==> src/rtl/player_bullet.sv <==
// Single player bullet: launches from the ship centre, climbs one step per frame, then impact/cooldown.
// Optional macro PLAYER_BULLET_AUTOFIRE_EN makes launch level-sensitive on shoot_i.
module player_bullet #(
    parameter int unsigned spawn_y_p         = 440,
    parameter int unsigned top_y_p           = 16,
    parameter int unsigned step_p            = 8,
    parameter int unsigned impact_frames_p   = 4,
    parameter int unsigned cooldown_frames_p = 2,
    parameter logic [11:0] color_p           = 12'b1111_1111_0000
) (
    input  logic        clk_i,
    input  logic        reset_i,
    input  logic        frame_i,
    input  logic        enable_i,
    input  logic        shoot_i,
    input  logic [9:0]  player_left_i,
    input  logic [9:0]  player_right_i,
    input  logic        hit_i,
    output logic        bullet_active_o,
    output logic        impact_o,
    output logic [9:0]  bullet_x_o,
    output logic [9:0]  bullet_y_o,
    output logic        fired_o,
    output logic [7:0]  shots_o,
    output logic [11:0] color_o,
    output logic [3:0]  state_o
);

    localparam int unsigned XW  = 10;
    localparam int unsigned YW  = 10;
    localparam int unsigned CW  = 8;
    localparam int unsigned SW  = 8;

    localparam logic [YW-1:0] SPAWN_Y  = YW'(spawn_y_p);
    localparam logic [YW-1:0] STEP_Y   = YW'(step_p);
    localparam logic [YW-1:0] MISS_Y   = YW'(top_y_p + step_p);
    localparam logic [CW-1:0] IMP_LAST = CW'(impact_frames_p - 1);
    localparam logic [CW-1:0] CD_LAST  = CW'(cooldown_frames_p - 1);
    localparam logic [SW-1:0] SHOT_MAX = {SW{1'b1}};

    typedef enum logic [3:0] {
        IDLE     = 4'b0001,
        FLYING   = 4'b0010,
        IMPACT   = 4'b0100,
        COOLDOWN = 4'b1000
    } state_e;

    state_e          state_q, state_d;
    logic [XW-1:0]   x_q, x_d;
    logic [YW-1:0]   y_q, y_d;
    logic [CW-1:0]   cnt_q, cnt_d;
    logic [SW-1:0]   shots_q, shots_d;
    logic            prev_q;
    logic            fired_q, fired_d;
    logic            active_q, active_d;
    logic            impact_q, impact_d;

    logic            launch_c;
    logic [XW:0]     sum_c;

    // Launch trigger: edge-detected button, or plain level when autofire is built in.
`ifdef PLAYER_BULLET_AUTOFIRE_EN
    assign launch_c = shoot_i;
`else
    assign launch_c = shoot_i & ~prev_q;
`endif

    assign sum_c = {1'b0, player_left_i} + {1'b0, player_right_i};

    // Next-state and registered-output computation.
    always_comb begin
        state_d  = state_q;
        x_d      = x_q;
        y_d      = y_q;
        cnt_d    = cnt_q;
        shots_d  = shots_q;
        fired_d  = 1'b0;
        active_d = 1'b0;
        impact_d = 1'b0;

        if (!enable_i) begin
            state_d = IDLE;
            y_d     = SPAWN_Y;
        end else begin
            case (state_q)
                IDLE: begin
                    if (launch_c) begin
                        state_d = FLYING;
                        x_d     = sum_c[XW:1];
                        y_d     = SPAWN_Y;
                        fired_d = 1'b1;
                        if (shots_q != SHOT_MAX) begin
                            shots_d = shots_q + SW'(1);
                        end
                    end
                end
                FLYING: begin
                    if (hit_i) begin
                        state_d = IMPACT;
                    end else if (frame_i) begin
                        if (y_q < MISS_Y) begin
                            state_d = COOLDOWN;
                        end else begin
                            y_d = y_q - STEP_Y;
                        end
                    end
                end
                IMPACT: begin
                    if (frame_i) begin
                        if (cnt_q == IMP_LAST) begin
                            state_d = COOLDOWN;
                        end else begin
                            cnt_d = cnt_q + CW'(1);
                        end
                    end
                end
                COOLDOWN: begin
                    if (frame_i) begin
                        if (cnt_q == CD_LAST) begin
                            state_d = IDLE;
                            y_d     = SPAWN_Y;
                        end else begin
                            cnt_d = cnt_q + CW'(1);
                        end
                    end
                end
                default: begin
                    state_d = IDLE;
                    y_d     = SPAWN_Y;
                end
            endcase
        end

        // Every phase starts counting frames from zero.
        if (state_d != state_q) begin
            cnt_d = '0;
        end

        active_d = (state_d == FLYING);
        impact_d = (state_d == IMPACT);
    end

    always_ff @(posedge clk_i) begin
        if (!reset_i) begin
            state_q  <= IDLE;
            x_q      <= '0;
            y_q      <= SPAWN_Y;
            cnt_q    <= '0;
            shots_q  <= '0;
            prev_q   <= 1'b1;
            fired_q  <= 1'b0;
            active_q <= 1'b0;
            impact_q <= 1'b0;
        end else begin
            state_q  <= state_d;
            x_q      <= x_d;
            y_q      <= y_d;
            cnt_q    <= cnt_d;
            shots_q  <= shots_d;
            prev_q   <= shoot_i;
            fired_q  <= fired_d;
            active_q <= active_d;
            impact_q <= impact_d;
        end
    end

    assign bullet_active_o = active_q;
    assign impact_o        = impact_q;
    assign bullet_x_o      = x_q;
    assign bullet_y_o      = y_q;
    assign fired_o         = fired_q;
    assign shots_o         = shots_q;
    assign color_o         = color_p;
    assign state_o         = state_q;

endmodule

==> config.mk <==
export PLATFORM = sky130hd
export DESIGN_NAME = player_bullet
export DESIGN_NICKNAME = d
export VERILOG_FILES = /design/src/rtl/player_bullet.sv
export SDC_FILE = /design/constraint.sdc
export NUM_CORES = 1
export LEC_CHECK = 0
export ABC_CLOCK_PERIOD_IN_PS = 1800
export BUFFER_PORTS_ARGS = -buffer_cell sky130_fd_sc_hd__buf_2
export CAP_MARGIN = 10
export CORE_ASPECT_RATIO = 1.2
export CORE_MARGIN = 2
export CORE_UTILIZATION = 47
export DETAILED_ROUTE_END_ITERATION = 8
export PLACE_DENSITY = 0.72
export RECOVER_POWER = 100
export REMOVE_ABC_BUFFERS = 1
export SLEW_MARGIN = 30
export SYNTH_ARGS = -nofsm -noshare
export SYNTH_HDL_FRONTEND = slang
export SYNTH_SLANG_ARGS = --single-unit
export TNS_END_PERCENT = 30
==> constraint.sdc <==
create_clock -name clk_i -period 1.8 [get_ports clk_i]
set_input_delay 0.36 -clock clk_i [delete_from_list [all_inputs] [get_ports clk_i]]
set_output_delay 0.36 -clock clk_i [all_outputs]
set_load 0.1 [all_outputs]
After elaboration in Yosys (flattened, before gate mapping)
Index checks and enable logic that the tools add are counted.
{ "classes": {"n_addsub": 4, "order_cmp": 1, "n_eq_ne": 19, "mux": 23, "bitwise": 4, "reduce_logical": 8} }
{ "ops": {"columns": ["op", "n"], "rows": [
  ["two-way mux 10 bit", 6],
  ["one-hot mux 10 bit (4 select lines)", 1],
  ["two-way mux 4 bit", 9],
  ["two-way mux 8 bit", 4],
  ["inequality test 2 bit, second input constant", 9],
  ["adder 8 x 1 -> 8 bit, second input constant", 2],
  ["one-hot mux 4 bit (4 select lines)", 1],
  ["one-hot mux 8 bit (2 select lines)", 1],
  ["adder 10 x 10 -> 11 bit", 1],
  ["less-than comparator 10 x 5 -> 1 bit, second input constant", 1],
  ["subtractor 10 x 4 -> 10 bit, second input constant", 1],
  ["== test 4 x 2 -> 1 bit, second input constant", 2],
  ["== test 4 x 3 -> 1 bit, second input constant", 2],
  ["== test 8 x 1 -> 1 bit, second input constant", 1],
  ["== test 8 x 2 -> 1 bit, second input constant", 1],
  ["inequality test 8 bit, second input constant", 1],
  ["AND reduction 7 bit", 1],
  ["AND reduction 3 bit", 2],
  ["AND reduction 6 bit", 1],
  ["== test 4 x 1 -> 1 bit, second input constant", 1],
  ["== test 4 bit, second input constant", 1],
  ["inequality test 4 bit", 1],
  ["AND reduction 4 bit", 1],
  ["inverter 1 bit", 3],
  ["5 further kinds", 5]
]} }
{ "word_totals": {"regBits": 44, "input_bits": 26, "output_inout_bits": 47, "word_cells": 68} }

Depth between registers and ports, before layout
Gate-level depths: netlist of run 1.
{ "depth": {"word_depth": 8, "mapped_depth": 9, "depth_no_buf": 8} }

Worst setup path after synthesis of run 1
Ideal clock, no wire load.
{ "synth_timing": {"path_type": "reg-to-reg", "start": "register state_q[3] (netlist: state_o[3])", "end": "register y_q[6] (netlist: bullet_y_o[6])", "setup_time_ns": 0.115, "t_arrival_ns": 2.546, "t_required_ns": 1.685, "path_slack_ns": -0.861, "path_stages_with_launch": 9, "n_path_buf": 2, "synth_period_minus_slack_ns": 2.661, "cell_sequence": "dfxtp_1 > buf_2 > nor4b_1 > a21bo_1 > o2111a_1 > buf_6 > and3b_1 > xor2_1 > and2_1"} }
{ "synth_between": {"elab_chain_cells": 3, "elab_cells_between_ends": 13, "classes_between": "eq/ne: 10; mux: 1; bitwise: 1; reduce/logical: 1"} }
{ "synth_rtl": {"columns": ["item", "line", "text"], "rows": [
  ["start, declared", "48", "state_e state_q, state_d;"],
  ["start signal, assigned", "155", "state_q <= state_d;"],
  ["== test 4 bit (tied with other cells)", "85", "case (state_q)"],
  ["inequality test 2 bit (no line) or inverter 1 bit (tied branches)", null, null],
  ["AND reduction 7 bit (no line)", null, null],
  ["end signal, assigned", "157", "y_q <= y_d;"],
  ["end, declared", "50", "logic [YW-1:0] y_q, y_d;"]
]} }
Several ways; a longest one is shown, not always the timed one.
A chain may end at the register's enable or synchronous reset.

Worst setup path after layout of run 1
{ "layout_timing": {"start": "register state_q[2] (netlist: state_o[2])", "end": "register cnt_q[3]"} }
{ "layout_between": {"elab_chain_cells": 7, "elab_cells_between_ends": 23, "classes_between": "eq/ne: 9; mux: 11; reduce/logical: 3"} }
{ "layout_rtl": {"columns": ["item", "line", "text"], "rows": [
  ["two-way mux 4 bit", "101", "if (y_q < MISS_Y) begin"],
  ["two-way mux 4 bit", "100", "end else if (frame_i) begin"],
  ["two-way mux 4 bit", "98", "if (hit_i) begin"],
  ["one-hot mux 4 bit (4 select lines)", "85", null],
  ["two-way mux 4 bit", "81", "if (!enable_i) begin"],
  ["inequality test 4 bit", "135", "if (state_d != state_q) begin"],
  ["OR reduction 2 bit (no line)", null, null],
  ["end signal, assigned", "158", "cnt_q <= cnt_d;"],
  ["end, declared", "51", "logic [CW-1:0] cnt_q, cnt_d;"]
]} }
Several ways; a longest one is shown, not always the timed one.

==> results of run 1 <==
power groups by stage:
stage               sequential (mW)  clock [mW]  combinational (mW)
detailed placement            0.948           0               0.526
global placement              0.947           0               0.518
CTS                           0.927       0.915               0.538
global route                  0.929       0.941               0.578
floorplan                      1.03           0               0.302
finish                        0.927       0.894               0.541
placed cells by master (no fill, tap or decap), types with 3 or more instances in the layout:
cell type and n:
clkbuf_2 32, xor2_1 9, nand2b_1 6, ha_1 13, dfxtp_1 36, a21oi_1 12, o21ai_0 4, nor2_1 22
nor3_2 10, clkbuf_8 5, nor3_1 4, buf_4 52, and3_1 3, conb_1 15, nand2_1 23, or4b_4 3
clkbuf_4 3, nand3_1 18, xnor2_1 15, nor2b_1 4, and2_1 5, nand4_1 4, o211ai_1 3, a211oi_1 3
buf_2 24, nor4_2 4, inv_1 10, dfxtp_2 5
per-layer routing:
| metal | vias up | GRT usage | share of wire | wire length (um) |
|---|---|---|---|---|
| met5 | - | 0 | 0 | 0 |
| met4 | 0 | 0.0840 | 0.020 | 119 |
| met3 | 8 | 0.0487 | 0.051 | 308 |
| met2 | 56 | 0.388 | 0.54 | 3280 |
| met1 | 1159 | 0.209 | 0.39 | 2390 |
| li1 | 1222 | - | - | - |
worst max-delay path, stage by stage, from the launching register on:
cell and delay, ps:
dfxtp_2 360, or4b_4 580, o311ai_4 130, o211ai_2 180, xor2_2 210, nand3_4 170
nor3_2 190
cell families (layout without fill, tap and decap cells):
| logic type | Yosys count | after routing |
|---|---|---|
| and+or+nand+nor | 125 | 125 |
| other | 2 | 15 |
| adders and majority gates | 14 | 14 |
| buffers and inverters | 34 | 134 |
| AOI/OAI and AO/OA | 47 | 47 |
| xor gates and xnor gates | 25 | 25 |
| muxes | 1 | 1 |
| DFF | 41 | 41 |
metrics by stage:
stage / hold slack [ps] / utilization / setup TNS, ps / power (mW)
6_report: 278 / 0.673 / -849 / 2.36
5_1_grt: 271 / 0.673 / -2790 / 2.45
4_1_cts: 267 / 0.662 / -806 / 2.38
3_5_place_dp: 442 / 0.614 / -2400 / 1.47
3_3_place_gp: 434 / 0.614 / -1560 / 1.47
2_1_floorplan: 433 / - / -24270 / 1.33
cells in the mapped netlist (all sizes together), types with 8 or more instances:
library cell	number
a21oi	12
ha	13
nor3	14
nand3	20
o21ai	8
xnor2	15
buf	19
nor2	23
xor2	10
nand2	24
dfxtp	41
inv	10
worst paths after layout:
check | endpoint | slack, ps | cells past startpoint
hold / removal | prev_q | 280 | 2
setup / recovery | cnt_q[3] | -110 | 6
setup reg to reg | cnt_q[3] | -110 | 6
hold reg to reg | bullet_x_o[6] | 460 | 2
flip-flops by register name, summed over array words and instances, names as in the netlist:
| signal | count |
|---|---|
| fired_o | 1 |
| impact_o | 1 |
| bullet_x_o | 10 |
| bullet_y_o | 7 |
| shots_o | 8 |
| prev_q | 1 |
| cnt_q | 8 |
| bullet_active_o | 1 |
| state_o | 4 |
cell type report:
type / instances / area share
inverter: 10 / 0.0105
multi-input combinational: 227 / 0.484
clock inverter: 3 / 0.0193
clock buffer: 5 / 0.0193
tap: 62 / 0.0218
sequential: 41 / 0.232
timing repair buffer: 116 / 0.213
timing repair:
| item | CTS | global route |
|---|---|---|
| setup endpoints to repair | 27 | 27 |
| hold buffers | 0 | 0 |
| setup buffers | 4 | 1 |
| gates resized for setup | 18 | 15 |
| pin swaps | 20 | 11 |
==> flow_summary.yaml, run 1 <==
outcome:
  status: "finished, violations left"
  violations: "negative setup slack"
routing:
  routed_via_density: 5.27
  final_antenna_net_count: 0
  drt_iter0_drc: 97
  wl_per_cell_um: 13.1
  post-route-drc-count: 0
  num_vias: 2445
  dr.pass1.iters: 4
  wirelength_mm: 6.09
yosys:
  synth-simple-area-share: 0.297
  synth_edf_count: 0
  yosys.area.top_type: "dfxtp_1"
  synth_xor_xnor_area_share: 0.0849
  synth_area_leaders: "dfxtp_1 (32%), ha_1 (6.3%), xnor2_1 (5.1%)"
  synth_top_family_by_area: "simple AND/OR/NAND/NOR gates"
  avgSynthCellArea_um2: 8.92
  yosysWarningCount: 0
  ys_types: 63
  synthAdderAreaFrac: 0.0708
  synth_compound_area_frac: 0.141
  ys_ff_latch: 41
  synth.cell_area_mm2: 0.00258
  netlist_instances: 289
  ys.flop_type: "dfxtp_1"
  yosysSeqAreaShare: 0.318
  synth_top_area_frac: 0.318
  yosys-mux-area-fraction: 0.00388
  synthArstFlopShare: 0
sta:
  max-slew-margin-rel: 0.593
  postLayoutSetupSlackWorst_ps: -105
  drv_slew: 0
  fin_crit_sh: 1.06
  setup_viol: 11
  fmax_mhz: 525
  rsz0062_at_grt: "true"
  worstMarginPinSlew_ps: 610
  finalCriticalPeriod_ps: 1910
  hold_violations: 0
  finalClockSkew_ps: 6.05
setup_path:
  arrival_ps: 2130
  worst_setup_path_end_kind: "flip-flop"
  timing.rr.start: "state_o[2]"
  startpoint: "state_o[2]"
  crit_path_max_fanout: 8
  critPathRequiredTime_ps: 2030
  worstSetupStartpointType: "flip-flop"
  worstSetupPathType: "flip-flop to flip-flop"
place:
  dpl_cell_area_mm2: 0.00325
  dp_cells: 451
  gp_congestion: 0.820
  hpwl_mm: 4.56
  io_buffers: 57
  place_ws_ps: -190
finish:
  final_nets: 441
  drive_gt1_frac: 0.418
  final_cells: 464
  area_growth_pct: 38.2
  fillers: 451
  antenna_cells: 0
  regArea_um2: 827
  final_area_mm2: 0.00356
  multiInputGateArea_mm2: 0.00172
pwr:
  p_sw_mw: 0.723
  p_sw_frac: 0.306
  power_frac_clock: 0.378
  power_frac_comb: 0.229
  ir_drop_mv: 0.433
  power_frac_seq: 0.393
  p_leak_nw: 1.56
  intPower_mw: 1.64
  powerDensity_mw_per_mm2: 663
clock_tree:
  numCtsBuffers: 5
  root_buffer: "clkbuf_8"
  tritoncts: "done"
  cts_sinks: 41
  cts.path.max_buffers: 2
  insertion_delay_ps: 290
  htree_num_levels: 2
  path_clk_slew_ps: 80
die:
  row_count: 29
  die_h_um: 85.1
  fp.dieArea_mm2: 0.00610
  core-area_mm2: 0.00530
  initial_utilization: 0.487
  io_pins: 73
  die-width_um: 71.6
global_routing:
  grt_pass1_wl_mm: 9.89
  gr-total-overflow: 0
  antenna_found_initial: 0
  grt_pass1_vias: 2278
  grt_usage: 0.204
  grt_max_degree: 16
worst_hold_path:
  hold_class: "input port to flip-flop"
  hold_start: "shoot_i"
job:
  maxCapViolations: 0
Power figures use the tool's default switching activity.
==> inputs of run 2 (changes only) <==
Settings changed: ABC_AREA set to 1, CORE_UTILIZATION 47 to 48, PLACE_DENSITY 0.72 to 0.73.
==> flow_summary.yaml, run 2 <==
outcome:
  status: "complete, no violations"
yosys:
  synthArstFlopShare: 0
  ys_types: 39
  synth_edf_count: 0
  yosys.area.top_type: "dfxtp_1"
  yosysSeqAreaShare: 0.296
  avgSynthCellArea_um2: 7.13
  ys.flop_type: "dfxtp_1"
  synth_area_leaders: "dfxtp_1 (30%), nand2_1 (11%), inv_1 (6.5%)"
  yosysWarningCount: 0
  netlist_instances: 389
  synth_top_area_frac: 0.296
  ys_ff_latch: 41
  yosysMostFrequentCell: "nand2_1"
  synth.cell_area_mm2: 0.00277
  synth_common_cells: "nand2_1 (80), inv_1 (48), dfxtp_1 (41)"
die:
  io_pins: 73
  core-area_mm2: 0.00563
  fp.dieArea_mm2: 0.00641
  row_count: 30
  initial_utilization: 0.493
  die-width_um: 73.4
  die_h_um: 87.3
global_routing:
  grt_pass1_vias: 2394
  grt_pass1_wl_mm: 9.74
  grt_max_degree: 18
  antenna_found_initial: 0
  grt_usage: 0.188
  gr-total-overflow: 0
worst_hold_path:
  hold_class: "input port to flip-flop"
job:
  maxCapViolations: 0
sta:
  hold_violations: 0
  worstMarginPinSlew_ps: 539
  max-slew-margin-rel: 0.642
  finalCriticalPeriod_ps: 1680
  fin_crit_sh: 0.932
  finalClockSkew_ps: 5.24
  drv_slew: 0
  fin_hold_ws_ps: 260
  fmax_mhz: 596
  setup_viol: 0
  tns_ps: 0
setup_path:
  worst_setup_path_end_kind: "flip-flop"
  worstSetupStartpointType: "flip-flop"
  crit_path_max_fanout: 8
  critPathRequiredTime_ps: 2020
  arrival_ps: 1900
  worstSetupPathType: "flip-flop to flip-flop"
finish:
  largest_register_ffs: 10
  final_area_mm2: 0.00321
  final_cell_mix: "nand2_1 (80), buf_2 (55), inv_1 (48)"
  final_nets: 493
  regArea_um2: 825
  final_common_cell: "nand2_1"
  multiInputGateArea_mm2: 0.00167
  drive_gt1_frac: 0.275
  fillers: 548
  antenna_cells: 0
  area_growth_pct: 15.7
routing:
  wl_per_cell_um: 11.6
  drt_iter0_drc: 106
  num_vias: 2636
  post-route-drc-count: 0
  dr.pass1.iters: 4
  final_antenna_net_count: 0
  routed_via_density: 5.09
  wirelength_mm: 5.99
clock_tree:
  path_clk_slew_ps: 80
  tritoncts: "done"
  postCtsSetupRepairBufs: 0
  numCtsBuffers: 5
  cts.path.max_buffers: 2
  root_buffer: "clkbuf_8"
  htree_num_levels: 2
  insertion_delay_ps: 290
  cts_sinks: 41
place:
  io_buffers: 57
  dpl_cell_area_mm2: 0.00310
  gp_congestion: 0.819
  hpwl_mm: 4.57
pwr:
  powerDensity_mw_per_mm2: 644
  ir_drop_mv: 0.285
  p_leak_nw: 1.59
  p_total_mw: 2.07
## run 2: cell count changes in the layout (fill, tap and decap cells not counted), sizes merged, moves of 7 or more
| cell | change |
|---|---|
| a21oi | +7 |
| buf | -19 |
| clkbuf | -34 |
| inv | +45 |
| nand2 | +63 |
| nand3 | +8 |
| nor2 | +24 |
| o21ai | +10 |
| xnor2 | -11 |
## run 2: kinds of logic (layout without fill, tap and decap cells)
group                    Yosys count  in the layout  share of synthesized area
AO/OA/AOI/OAI                     48             48                      0.109
adder cells (fa/ha/maj)           14             14                     0.0659
AND/OR/NAND/NOR                  193            193                      0.355
buffers and inverters             76            128                      0.125
XOR/XNOR                          15             15                     0.0474
flip-flops                        41             41                      0.296
other                              2             15                    0.00271
## run 2: cell type report
class                           instances  area share
Inverter                               57      0.0674
Tap cell                               64      0.0250
Sequential cell                        41       0.257
Clock inverter                          3     0.00546
Timing Repair Buffer                   63       0.103
Clock buffer                            5      0.0214
Multi-Input combinational cell        285       0.521
## run 2: what timing repair did
item / CTS / global route
hold buffers: 0 / 0
resized for setup: 0 / 7
endpoints found under the setup margin: 0 / 12
## run 2: metrics by stage
step,util,instances,worst slack (ps)
3_5_place_dp,0.551,510,-55.3
3_3_place_gp,0.551,510,-7.97
6_report,0.570,518,122
4_1_cts,0.566,518,51.1
2_1_floorplan,-,383,-473
5_1_grt,0.570,518,-20.7
## run 2: critical path, cell delays in order, from the launching register on
cell and delay, ps:
dfxtp_1 460, inv_2 60, nor2_1 100, nand2_1 120
nand2_2 110, nor2_1 50, nor2_2 130, nand4_1 120
nand2_1 140, nand2_4 120, nor3_2 190
## run 2: layer usage
| layer | up-vias | GRT usage | share of wire |
|---|---|---|---|
| li1 | 1357 | - | - |
| met1 | 1201 | 0.218 | 0.43 |
| met2 | 69 | 0.344 | 0.51 |
| met3 | 9 | 0.0347 | 0.042 |
| met4 | 0 | 0.0562 | 0.014 |
| met5 | - | 0 | 0 |
## run 2: final timing paths
kind / end / cells past startpoint / slack [ps] / startpoint
max reg2reg: cnt_q[7] / 10 / 120 / state_o[2]
min: prev_q / 3 / 260 / shoot_i
min reg2reg: bullet_x_o[9] / 2 / 480 / bullet_x_o[9]
max: cnt_q[7] / 10 / 120 / state_o[2]
## run 2: power by group
group | switching [mW] | internal [mW] | total, mW | leakage (nW)
clock network | 0.342 | 0.268 | 0.610 | 0.0439
registers | 0.0102 | 0.921 | 0.931 | 0.333
logic | 0.409 | 0.116 | 0.525 | 1.21
